## config.mk

```make
export PLATFORM = sky130hd
export DESIGN_NAME = dm_arbiter
export DESIGN_NICKNAME = d
export VERILOG_FILES = /design/src/rtl/dm_pkg.sv /design/src/rtl/dm_lane.sv /design/src/rtl/dm_arbiter.sv
export SDC_FILE = /design/constraint.sdc
export NUM_CORES = 1
export LEC_CHECK = 0
export CAP_MARGIN = 0
export CORE_MARGIN = 2
export CORE_UTILIZATION = 45
export DETAILED_ROUTE_END_ITERATION = 10
export PLACE_DENSITY_LB_ADDON = 0.08
export SYNTH_ARGS = -nofsm -noshare
export SYNTH_HDL_FRONTEND = slang
export SYNTH_SLANG_ARGS = --single-unit
```

## constraint.sdc

```tcl
create_clock -name clk -period 4.5 [get_ports clk]
set_input_delay 0.9 -clock clk [delete_from_list [all_inputs] [get_ports clk]]
set_output_delay 0.9 -clock clk [all_outputs]
set_load 0.01 [all_outputs]
```

## src/rtl/dm_pkg.sv

```systemverilog
// dm_pkg: size codes, requester ids and FSM states shared by dm_arbiter and dm_lane
package dm_pkg;
    localparam logic [1:0] SZ_BYTE = 2'b00;
    localparam logic [1:0] SZ_HALF = 2'b01;
    localparam logic [1:0] SZ_WORD = 2'b10;
    localparam logic REQ_CPU = 1'b0;
    localparam logic REQ_DBG = 1'b1;
    typedef enum logic [1:0] {IDLE, ACCESS, MERGE} dm_state_t;
endpackage

```

## src/rtl/dm_lane.sv

```systemverilog
// dm_lane: size-based load extraction and store insertion; code 11 behaves as a word
module dm_lane
    import dm_pkg::*;
(
    input  logic [1:0]  size,
    input  logic [31:0] dout,
    input  logic [31:0] merge_q,
    input  logic [31:0] wdata,
    output logic [31:0] ext,
    output logic [31:0] merged
);
    assign ext    = size == SZ_BYTE ? {24'h0, dout[7:0]}
                  : size == SZ_HALF ? {16'h0, dout[15:0]} : dout;
    assign merged = size == SZ_BYTE ? {merge_q[31:8], wdata[7:0]}
                  : size == SZ_HALF ? {merge_q[31:16], wdata[15:0]} : wdata;
endmodule

```

## src/rtl/dm_arbiter.sv

```systemverilog
// dm_arbiter: two-way arbiter and RMW sequencer in front of dm_1k.
// DM_SUBWORD_EN enables byte/half accesses (MERGE state, merge_q); otherwise every access is a word.
module dm_arbiter
    import dm_pkg::*;
#(
    parameter int STARVE_MAX = 4
)(
    input  logic        clk,
    input  logic        rst_n,
    input  logic        rq0_valid,
    output logic        rq0_ready,
    input  logic        rq0_we,
    input  logic [1:0]  rq0_size,
    input  logic [9:0]  rq0_addr,
    input  logic [31:0] rq0_wdata,
    output logic        rq0_rvalid,
    output logic [31:0] rq0_rdata,
    input  logic        rq1_valid,
    output logic        rq1_ready,
    input  logic        rq1_we,
    input  logic [1:0]  rq1_size,
    input  logic [9:0]  rq1_addr,
    input  logic [31:0] rq1_wdata,
    output logic        rq1_rvalid,
    output logic [31:0] rq1_rdata,
    output logic [9:0]  dm_addr,
    output logic [31:0] dm_din,
    output logic        dm_we,
    input  logic [31:0] dm_dout
);
    localparam int SW = $clog2(STARVE_MAX + 1);

    dm_state_t     state, state_d;
    logic [SW-1:0] starve_cnt;
    logic          id_q, we_q, sub, idle, acc, dbg_win, gnt0, gnt1, ld_done;
    logic [9:0]    addr_q;
    logic [31:0]   wdata_q, ext, merged, lane_merge;
    logic [1:0]    lane_size;

    assign idle    = state == IDLE;
    assign acc     = state == ACCESS;
    assign dbg_win = rq1_valid && (!rq0_valid || starve_cnt == SW'(STARVE_MAX));
    assign gnt1    = idle && dbg_win;
    assign gnt0    = idle && rq0_valid && !dbg_win;
    assign rq0_ready = gnt0;
    assign rq1_ready = gnt1;
    assign ld_done = acc && !we_q;

`ifdef DM_SUBWORD_EN
    logic [1:0]  size_q;
    logic [31:0] merge_q;
    assign lane_size  = size_q;
    assign lane_merge = merge_q;
    assign sub        = size_q == SZ_BYTE || size_q == SZ_HALF;
    always_ff @(posedge clk or negedge rst_n) begin
        if (!rst_n) begin
            size_q  <= SZ_WORD;
            merge_q <= '0;
        end else begin
            if (gnt0 || gnt1) size_q <= gnt1 ? rq1_size : rq0_size;
            if (acc && we_q && sub) merge_q <= dm_dout;
        end
    end
`else
    logic unused_size;
    assign unused_size = ^{rq0_size, rq1_size};
    assign lane_size   = SZ_WORD;
    assign lane_merge  = '0;
    assign sub         = 1'b0;
`endif

    dm_lane u_lane (
        .size    (lane_size),
        .dout    (dm_dout),
        .merge_q (lane_merge),
        .wdata   (wdata_q),
        .ext     (ext),
        .merged  (merged)
    );

    always_ff @(posedge clk or negedge rst_n) begin
        if (!rst_n) state <= IDLE;
        else        state <= state_d;
    end

    // Memory-side outputs decode registered state only, so reset silences them at once.
    always_comb begin
        state_d = idle ? ((gnt0 || gnt1) ? ACCESS : IDLE)
                : (acc && we_q && sub) ? MERGE : IDLE;
        dm_we   = (acc && we_q && !sub) || state == MERGE;
        dm_addr = idle ? '0 : addr_q;
        dm_din  = dm_we ? merged : '0;
    end

    always_ff @(posedge clk or negedge rst_n) begin
        if (!rst_n) begin
            starve_cnt <= '0;
            id_q       <= REQ_CPU;
            we_q       <= 1'b0;
            addr_q     <= '0;
            wdata_q    <= '0;
            rq0_rvalid <= 1'b0;
            rq1_rvalid <= 1'b0;
            rq0_rdata  <= '0;
            rq1_rdata  <= '0;
        end else begin
            if (idle) starve_cnt <= (gnt1 || !rq1_valid) ? '0 : gnt0 ? starve_cnt + 1'b1 : starve_cnt;
            if (gnt0 || gnt1) begin
                id_q    <= gnt1;
                we_q    <= gnt1 ? rq1_we : rq0_we;
                addr_q  <= gnt1 ? rq1_addr : rq0_addr;
                wdata_q <= gnt1 ? rq1_wdata : rq0_wdata;
            end
            rq0_rvalid <= ld_done && id_q == REQ_CPU;
            rq1_rvalid <= ld_done && id_q == REQ_DBG;
            if (ld_done && id_q == REQ_CPU) rq0_rdata <= ext;
            if (ld_done && id_q == REQ_DBG) rq1_rdata <= ext;
        end
    end
endmodule
```

==> flow_metrics.tcl, run 1 <==
set metrics [dict create \
    stdcell_area_mm2 0.00808 \
    ir_drop_mv 0.434 \
    via_per_inst 5.46 \
    reg2reg_from "state[0]" \
    ys_seq_elements 114 \
    syn_inst 461 \
    switchingPower_mw 1.31 \
    period_needed_ps 3510 \
    avgSynthCellArea_um2 11.1 \
    crit_family "flip-flops" \
    yosys-top-cells-area "dfrtp_1 (56%), mux2_2 (11%), a31oi_1 (5.4%), o21ai_0 (4.4%), a21oi_1 (4.2%)" \
    yosys.area.top_type_share_pct 55.9 \
    cap_violations 0 \
    finalSetupViolations 0 \
    hold_violations 0 \
    coreArea_mm2 0.0109 \
    clock_path_buffers 2 \
    drtAntennaViolNets 0 \
    report.final.slew_viol_count 0 \
    clkPwrFrac_pct 29.8 \
    crit_buf_inv 3 \
    cts.sinks 114 \
    vias 4535 \
    p_leak_nw 3.38 \
    crit_path_end_kind "output port" \
    htreeDepth 4 \
    path_cells "buf_4 > inv_2 > nand2_1 > a31oi_1 > clkdlybuf4s50_1" \
    synth.net_count 589 \
    area_growth_pct 58.4 \
    die_w_um 110 \
    internal_power_mw 3.32 \
    crit_start "state[0]" \
    postLayoutCoreUtil_pct 73.9 \
    placed_area_mm2 0.00747 \
    wl_per_cell_um 18.7 \
    cp.arrival_ps 2610 \
    drive_gt1_share_pct 14.2 \
    final.setup.tns_ps 0 \
    globalRoute.totalOverflow 0 \
    cts_setup_buffers 0 \
    worstPathRequired_ps 3600 \
    ioPinCount 237 \
    cp_max_fo 33 \
    rsz0062_at_grt "no" \
    critPathMaxStageDelay_ps 1010 \
    seq_power_share_pct 35.0 \
    fmax_ghz 0.285 \
    place_inst 798 \
    num_antenna_cells 0 \
    whs_ps 434 \
    hold_buffers 0 \
    insertion_delay_ps 410 \
    crit_path_start_kind "flip-flop" \
    power.density_mw_per_mm2 573 \
    initial_core_util_pct 46.7 \
    synth.distinct_cells 28 \
    wirelength_um 15500 \
    grt_pass1_vias 4778 \
    first_iter_violations 331 \
    holdCritPathClass "primary input to asynchronous set/reset pin" \
    outcome "finished clean" \
    cts_resized 0 \
    portBuffers 232 \
    worstMarginPinSlew_ps 1180 \
    cts_tree "yes" \
    rows 38 \
    comb_power_share_pct 35.2 \
    synth_top_area_cell "dfrtp_1" \
    layout.cells.non_filler 830 \
    multi_input_area_mm2 0.00205 \
    first_pass_iters 5 \
    synth_area_mm2 0.00510 \
    yosysWarningCount 0 \
    die_h_um 110 \
    grt_pass1_wl_um 25000 \
    drc_errors 0 \
    die_area_mm2 0.0122 \
    cp_slowest_cell "dfrtp_1" \
    yosysSeqAreaShare_pct 55.9 \
    antenna_found_initial 0 \
    cts_root_buf "clkbuf_16" \
    final_nets 805 \
    clkTransAtPathRegs_ps 50 \
    grt_max_degree 48 \
    switching_share_pct 28.3 \
    cts-buffers-inserted 17 \
    track_usage_pct 25.8 \
    globalplace.congestion 0.785 \
    regArea_mm2 0.00285 \
    period_share_pct 78.0 \
    fin_skew_ps 4.83 \
    crit_type "flip-flop to output port" \
    timing.slew.headroom_pct 21.4 \
    hpwl_um 9950 \
    fill_cells 774 \
]
-- flip-flops by register name, indices dropped and copies added (netlist names) --
signal,flops
rq0_rdata,32
rq1_rdata,32
wdata_q,32
addr_q,10
starve_cnt,3
id_q,1
rq0_rvalid,1
rq1_rvalid,1
state,1
we_q,1
-- Yosys cell counts --
cell type    n
dfrtp_1    114
mux2_2      52
o21ai_0     45
a31oi_1     44
nor2_1      44
a21oi_1     43
and3_1      32
clkbuf_1    22
buf_2       16
mux2_1      12
and2_1      11
buf_6        3
inv_1        3
nand2_1      3
ha_1         2
inv_2        2
o31ai_1      2
a21bo_2      1
a21boi_2     1
a21o_1       1
buf_4        1
nand2b_1     1
nand3b_4     1
nand4_1      1
nor2b_1      1
nor3_4       1
nor4bb_1     1
o21bai_2     1
-- layer usage --
metal | GRT usage [%] | vias to the layer above | routed length, um
met4 | 11.1 | 0 | 414
li1 | - | 2092 | -
met3 | 8.67 | 30 | 1270
met2 | 42.9 | 217 | 7640
met1 | 30.4 | 2196 | 6210
met5 | 0 | - | 0
-- area by class of cell --
type	count	share of cell area, %
Clock inverter	9	1.58
Timing Repair Buffer	239	29.3
Clock buffer	23	6.04
Tap cell	140	2.17
Multi-Input combinational cell	300	25.4
Inverter	5	0.232
Sequential cell	114	35.3
-- cell families (layout without fill, tap and decap cells) --
group / count (synthesis) / in the layout / share of synthesized area, %
AND/OR/NAND/NOR: 96 / 96 / 10.0
adder cells (fa/ha/maj): 2 / 2 / 0.490
flip-flops: 114 / 114 / 55.9
AO/OA/AOI/OAI: 138 / 138 / 15.1
multiplexers: 64 / 64 / 14.1
buffers and inverters: 47 / 276 / 4.37
-- worst paths after layout --
check / to / slack, ps / cells after the start
min reg2reg: rq0_rdata[22] / 480 / 1
min: rq1_rdata[27] / 430 / 1
max in group asynchronous: addr_q[0] / 3050 / 2
max: rq0_ready / 990 / 5
max reg2reg: rq0_rdata[14] / 1870 / 5
min in group clk: rq0_rdata[22] / 480 / 1
-- cells in the final DEF (no fill, tap or decap), types with 4 or more instances in the layout --
cell,instances
a21oi_1,43
a31oi_1,44
and2_1,11
and3_1,32
buf_4,8
clkbuf_16,17
clkbuf_8,4
clkdlybuf4s50_1,231
dfrtp_1,114
mux2_1,12
mux2_2,52
nor2_1,44
o21ai_0,45
-- power by group through the flow --
stage	Combinational [mW]	Sequential [mW]	Clock [mW]
CTS	1.65	1.63	1.40
detailed placement	1.63	1.63	0
finish	1.63	1.62	1.38
global placement	1.60	1.61	0
floorplan	0.542	1.73	0
global route	1.74	1.68	1.46
-- through the flow --
step / power, mW / worst slack (ps)
after floorplan: 2.27 / 2300
after detailed placement: 3.27 / 1210
after global placement: 3.21 / 1210
final: 4.64 / 988
after CTS: 4.68 / 967
after global routing: 4.87 / 900
No activity file was read; power rests on OpenSTA's default activity.
==> run 2, diff against run 1 <==
Settings changed: CORE_UTILIZATION 45 to 38.
Clock period 4.5 ns to 3 ns, I/O delays scaled along.
==> run 2 against run 1 <==
Against the previous run:
- wire length fell by 3.3%
- largest cell class unchanged
- clock power rose by 60%
- largest power group unchanged
- die area rose by 18%
- worst hold slack got worse by 270 ps
- total power rose by 52%
- register-to-register slack got worse by 1200 ps
- global-route usage fell by 4.4 points
- critical endpoint is now dm_din[29]
- core utilization fell by 12 points
- cell count rose by 4.9%
- via count barely moved
==> flow_metrics.tcl, run 2 (synthesized netlist as in run 1, its figures left out) <==
set metrics [dict create \
    outcome "finished clean" \
    postLayoutCoreUtil_pct 62.3 \
    clkTransAtPathRegs_ps 50 \
    reg.largest.list "rq0_rdata: 32 flops, rq1_rdata: 32 flops, wdata_q: 32 flops" \
    hold_buffers 0 \
    holdCritPathClass "primary input to asynchronous set/reset pin" \
    switching_share_pct 27.2 \
    grt_pass1_wl_um 23900 \
    fmax_ghz 0.346 \
    period_share_pct 96.2 \
    track_usage_pct 21.3 \
    ir_drop_mv 0.376 \
    die_area_mm2 0.0144 \
    critPathMaxStageDelay_ps 1010 \
    worstPathRequired_ps 2400 \
    coreArea_mm2 0.0132 \
    htreeDepth 4 \
    grt_util_met3_pct 6.27 \
    multi_input_area_mm2 0.00205 \
    cts.sinks 114 \
    portBuffers 232 \
    cts_root_buf "clkbuf_16" \
    path_cells "and3_1 > clkdlybuf4s50_1" \
    globalRoute.totalOverflow 0 \
    drtAntennaViolNets 0 \
    cp.arrival_ps 2290 \
    grt_pass1_vias 4615 \
    stdcell_area_mm2 0.00822 \
    hold_violations 0 \
    placed_area_mm2 0.00756 \
    use_met1_pct 26.1 \
    rows 42 \
    period_needed_ps 2890 \
    antenna_found_initial 0 \
    finalSetupViolations 0 \
    cp_slowest_cell "dfrtp_1" \
    switchingPower_mw 1.92 \
    worstMarginPinSlew_ps 1010 \
    crit_cells 2 \
    grt.busiest_layer "met2" \
    crit_path_start_kind "flip-flop" \
    num_antenna_cells 0 \
    clkPwrFrac_pct 31.3 \
    wl_per_cell_um 17.3 \
    insertion_delay_ps 400 \
    p_leak_nw 3.43 \
    drc_errors 0 \
    comb_power_share_pct 34.6 \
    cts_setup_buffers 0 \
    first_iter_violations 240 \
    vias 4537 \
    final_common_cell "clkdlybuf4s50_1" \
    wirelength_um 15000 \
    crit_path_end_kind "output port" \
    ff2ff_path_depth 3 \
    met2_usage_pct 35.8 \
    cts-buffers-inserted 17 \
    cts_resized 0 \
    rsz0062_at_grt "no" \
    first_pass_iters 5 \
    globalplace.congestion 0.812 \
    timing.slew.headroom_pct 32.4 \
    grt_max_degree 77 \
    crit_buf_inv 1 \
    via_per_inst 5.21 \
    final.setup.tns_ps 0 \
    regArea_mm2 0.00285 \
    final_cell_mix "clkdlybuf4s50_1 (231), dfrtp_1 (114), mux2_2 (52), o21ai_0 (45)" \
    drive_gt1_share_pct 14.7 \
    fin_skew_ps 6.81 \
    seq_power_share_pct 34.2 \
    whs_ps 162 \
    die_w_um 120 \
    report.final.slew_viol_count 0 \
    clock_path_buffers 2 \
    final_nets 810 \
    initial_core_util_pct 38.7 \
    internal_power_mw 5.14 \
    crit_type "flip-flop to output port" \
    power.density_mw_per_mm2 860 \
    ioPinCount 237 \
    cp_max_fo 34 \
    crit_family "flip-flops" \
    hpwl_um 9860 \
    die_h_um 120 \
    r2r_slack_ps 700 \
    cap_violations 0 \
    area_growth_pct 61.1 \
    cts_tree "yes" \
    fill_cells 1082 \
]
run 2: cell types whose count changed in the layout (fill, tap and decap cells not counted):
cell | before | now
clkbuf_1 | 2 | 3
clkinv_4 | 0 | 1
bufinv_16 | 3 | 5
buf_12 | 0 | 1
buf_4 | 8 | 12
clkbuf_8 | 4 | 3
clkinvlp_4 | 3 | 1
clkinv_2 | 3 | 2
run 2: per-stage QoR:
| step | cells | setup WS, ps | total power [mW] |
|---|---|---|---|
| final | 871 | 113 | 7.07 |
| after detailed placement | 839 | 313 | 4.90 |
| after floorplan | 461 | 1390 | 3.41 |
| after global placement | 839 | 338 | 4.84 |
| after global routing | 871 | 31.0 | 7.44 |
| after CTS | 871 | 104 | 7.15 |
run 2: cell type report:
type / count / area share [%]
inverters: 5 / 0.228
well taps: 176 / 2.68
clock buffers: 23 / 5.82
multi-input cells: 300 / 24.9
flip-flops and latches: 114 / 34.7
clock inverters: 9 / 2.15
repair buffers: 244 / 29.5
run 2: final timing paths:
check                               from             to
setup / recovery                    we_q     dm_din[29]
hold / removal                     rst_n  rq1_rdata[24]
setup reg to reg                    we_q  rq1_rdata[21]
hold reg to reg            rq0_rdata[27]  rq0_rdata[27]
max in group asynchronous          rst_n     wdata_q[2]
min in group clk           rq0_rdata[27]  rq0_rdata[27]
run 2: power groups by stage:
stage / Clock, mW / Sequential [mW] / Combinational, mW
floorplan: 0 / 2.59 / 0.813
global placement: 0 / 2.40 / 2.44
detailed placement: 0 / 2.44 / 2.46
CTS: 2.26 / 2.42 / 2.47
global route: 2.33 / 2.49 / 2.62
finish: 2.21 / 2.41 / 2.44
run 2: layer usage:
layer  vias up  wire, um  share of wire [%]
met5         -         0                  0
met4         0       206                1.4
met3        20      1160                7.7
met2       202      7290                 49
met1      2214      6370                 42
li1       2101         -                  -
==> run 3, diff against run 2 <==
--- a/config.mk
+++ b/config.mk
@@ -8,6 +8,7 @@
 export CAP_MARGIN = 0
 export CORE_MARGIN = 2
-export CORE_UTILIZATION = 38
+export CORE_UTILIZATION = 55
 export DETAILED_ROUTE_END_ITERATION = 10
+export DONT_BUFFER_PORTS = 1
 export PLACE_DENSITY_LB_ADDON = 0.08
 export SYNTH_ARGS = -nofsm -noshare
==> constraint.sdc (replaced) <==
create_clock -name clk -period 3 [get_ports clk]
set_input_delay 0.6 -clock clk [delete_from_list [all_inputs] [get_ports clk]]
set_output_delay 0.6 -clock clk [all_outputs]
set_load 0.005 [all_outputs]
==> run 3 against run 2 <==
Against the previous run:
- the run now ends with negative hold slack left
- non-clock buffer count fell by 237
- sequential share of layout area rose by 15 points
- clock power fell by 5%
- sequential power rose by 6%
- design area fell by 30%
- critical path depth did not move
- wire length fell by 16%
- cell count fell by 35%
- clock skew rose by 6.9 ps
- global-route usage rose by 3.3 points
- critical path type unchanged
- largest power group is now sequential cells
- highest routed layer unchanged
==> flow_metrics.tcl, run 3 (synthesized netlist as in run 1, its figures left out) <==
set metrics [dict create \
    outcome "complete, but fails checks" \
    violations "negative hold slack" \
    portBuffers 0 \
    globalRoute.totalOverflow 0 \
    cts_root_buf "clkbuf_8" \
    final_cell_mix "dfrtp_1 (114), mux2_2 (52), o21ai_0 (45), nor2_1 (44), a31oi_1 (44)" \
    grt_pass1_wl_um 19200 \
    cts_tree "yes" \
    timing.slew.headroom_pct 28.4 \
    ioPinCount 237 \
    period_share_pct 80.2 \
    wirelength_um 12600 \
    fmax_ghz 0.416 \
    final_nets 573 \
    num_antenna_cells 0 \
    reg.largest.list "rq0_rdata: 32 flops, rq1_rdata: 32 flops, wdata_q: 32 flops" \
    drc_errors 0 \
    die_area_mm2 0.0101 \
    track_usage_pct 24.6 \
    stdcell_area_mm2 0.00573 \
    whs_ps -207 \
    finalPower_mw 5.54 \
    path_cells "buf_4 > and3_1" \
    clkTransAtPathRegs_ps 60 \
    die_w_um 100 \
    cp.arrival_ps 1800 \
    die_h_um 100 \
    crit_type "flip-flop to output port" \
    multi_input_area_mm2 0.00204 \
    report.final.slew_viol_count 0 \
    rsz0062_at_grt "no" \
    via_per_inst 6.41 \
    final_common_cell "dfrtp_1" \
    worstPathRequired_ps 2400 \
    switching_share_pct 28.6 \
    area_growth_pct 12.3 \
    finalSetupViolations 0 \
    clkPwrFrac_pct 37.8 \
    hold_violations 114 \
    fill_cells 756 \
    cp_max_fo 22 \
    final.setup.tns_ps 0 \
    wl_per_cell_um 22.2 \
    antenna_found_initial 0 \
    first_pass_iters 4 \
    comb_power_share_pct 16.2 \
    drtAntennaViolNets 0 \
    seq_power_share_pct 46.0 \
    placed_area_mm2 0.00510 \
    switchingPower_mw 1.59 \
    worstMarginPinSlew_ps 1070 \
    crit_path_end_kind "output port" \
    globalplace.congestion 0.744 \
    r2r_slack_ps 910 \
    period_needed_ps 2400 \
    postLayoutCoreUtil_pct 62.9 \
    clock_path_buffers 2 \
    critPathMaxStageDelay_ps 760 \
    insertion_delay_ps 500 \
    cts.sinks 114 \
    fin_skew_ps 13.7 \
    cts_setup_buffers 0 \
    p_leak_nw 2.49 \
    rows 35 \
    grt_pass1_vias 3624 \
    drive_gt1_share_pct 21.4 \
    grt_max_degree 115 \
    cts-buffers-inserted 17 \
    internal_power_mw 3.95 \
    power.density_mw_per_mm2 967 \
    initial_core_util_pct 56.0 \
    cp_slowest_cell "dfrtp_1" \
    coreArea_mm2 0.00911 \
    htreeDepth 4 \
    cap_violations 0 \
    first_iter_violations 148 \
    regArea_mm2 0.00285 \
    holdCritPathClass "primary input to asynchronous set/reset pin" \
    vias 3648 \
    cts_resized 0 \
    crit_path_start_kind "flip-flop" \
    ir_drop_mv 0.461 \
    hpwl_um 7870 \
]
run 3: changes by cell type in the layout (fill, tap and decap cells not counted), moves of 2 or more:
cell / delta
buf_4: -5
clkinv_4: +5
clkdlybuf4s50_1: -231
clkbuf_8: -2
clkbuf_1: -2
run 3: final cells by class:
class,count,area share (%)
Clock inverter,14,3.58
Multi-Input combinational cell,300,35.6
Clock buffer,18,7.30
Tap cell,111,2.42
Timing Repair Buffer,7,0.917
Inverter,5,0.328
Sequential cell,114,49.8
run 3: path summary, 6_finish.rpt:
| kind | cells after the start | endpoint | from |
|---|---|---|---|
| max | 2 | dm_din[0] | state[0] |
| min reg2reg | 1 | rq0_rdata[27] | rq0_rdata[27] |
| max in group asynchronous | 0 | wdata_q[3] | rst_n |
| min | 0 | rq0_rdata[22] | rst_n |
| max reg2reg | 3 | rq1_rdata[5] | state[0] |
| min in group clk | 1 | rq1_rdata[6] | dm_dout[6] |
run 3: per-layer routing:
| metal | part of all wire [%] | global-route usage (%) |
|---|---|---|
| met3 | 10 | 9.61 |
| met5 | 0 | 0 |
| met2 | 49 | 38.4 |
| met1 | 39 | 31.4 |
| met4 | 1.5 | 8.96 |
run 3: metrics by stage:
step,instances,hold slack (ps),setup WS [ps]
final,569,-207,595
after detailed placement,537,307,891
after global placement,537,307,885
after floorplan,461,304,1410
after global routing,569,-242,453
after CTS,569,-233,550
run 3: power by group through the flow:
| stage | clock, mW | combinational [mW] | sequential [mW] |
|---|---|---|---|
| 6_report | 2.09 | 0.898 | 2.55 |
| 4_1_cts | 2.13 | 0.912 | 2.55 |
| 5_1_grt | 2.19 | 1.01 | 2.62 |
| 3_3_place_gp | 0 | 0.867 | 2.55 |
| 3_5_place_dp | 0 | 0.907 | 2.58 |
| 2_1_floorplan | 0 | 0.779 | 2.42 |
run 3: worst max-delay path, delay by kind of cell (launching register included):
kind	cells	cell delay, ps
DFF	1	760
buffers and inverters	1	320
and+or+nand+nor	1	220
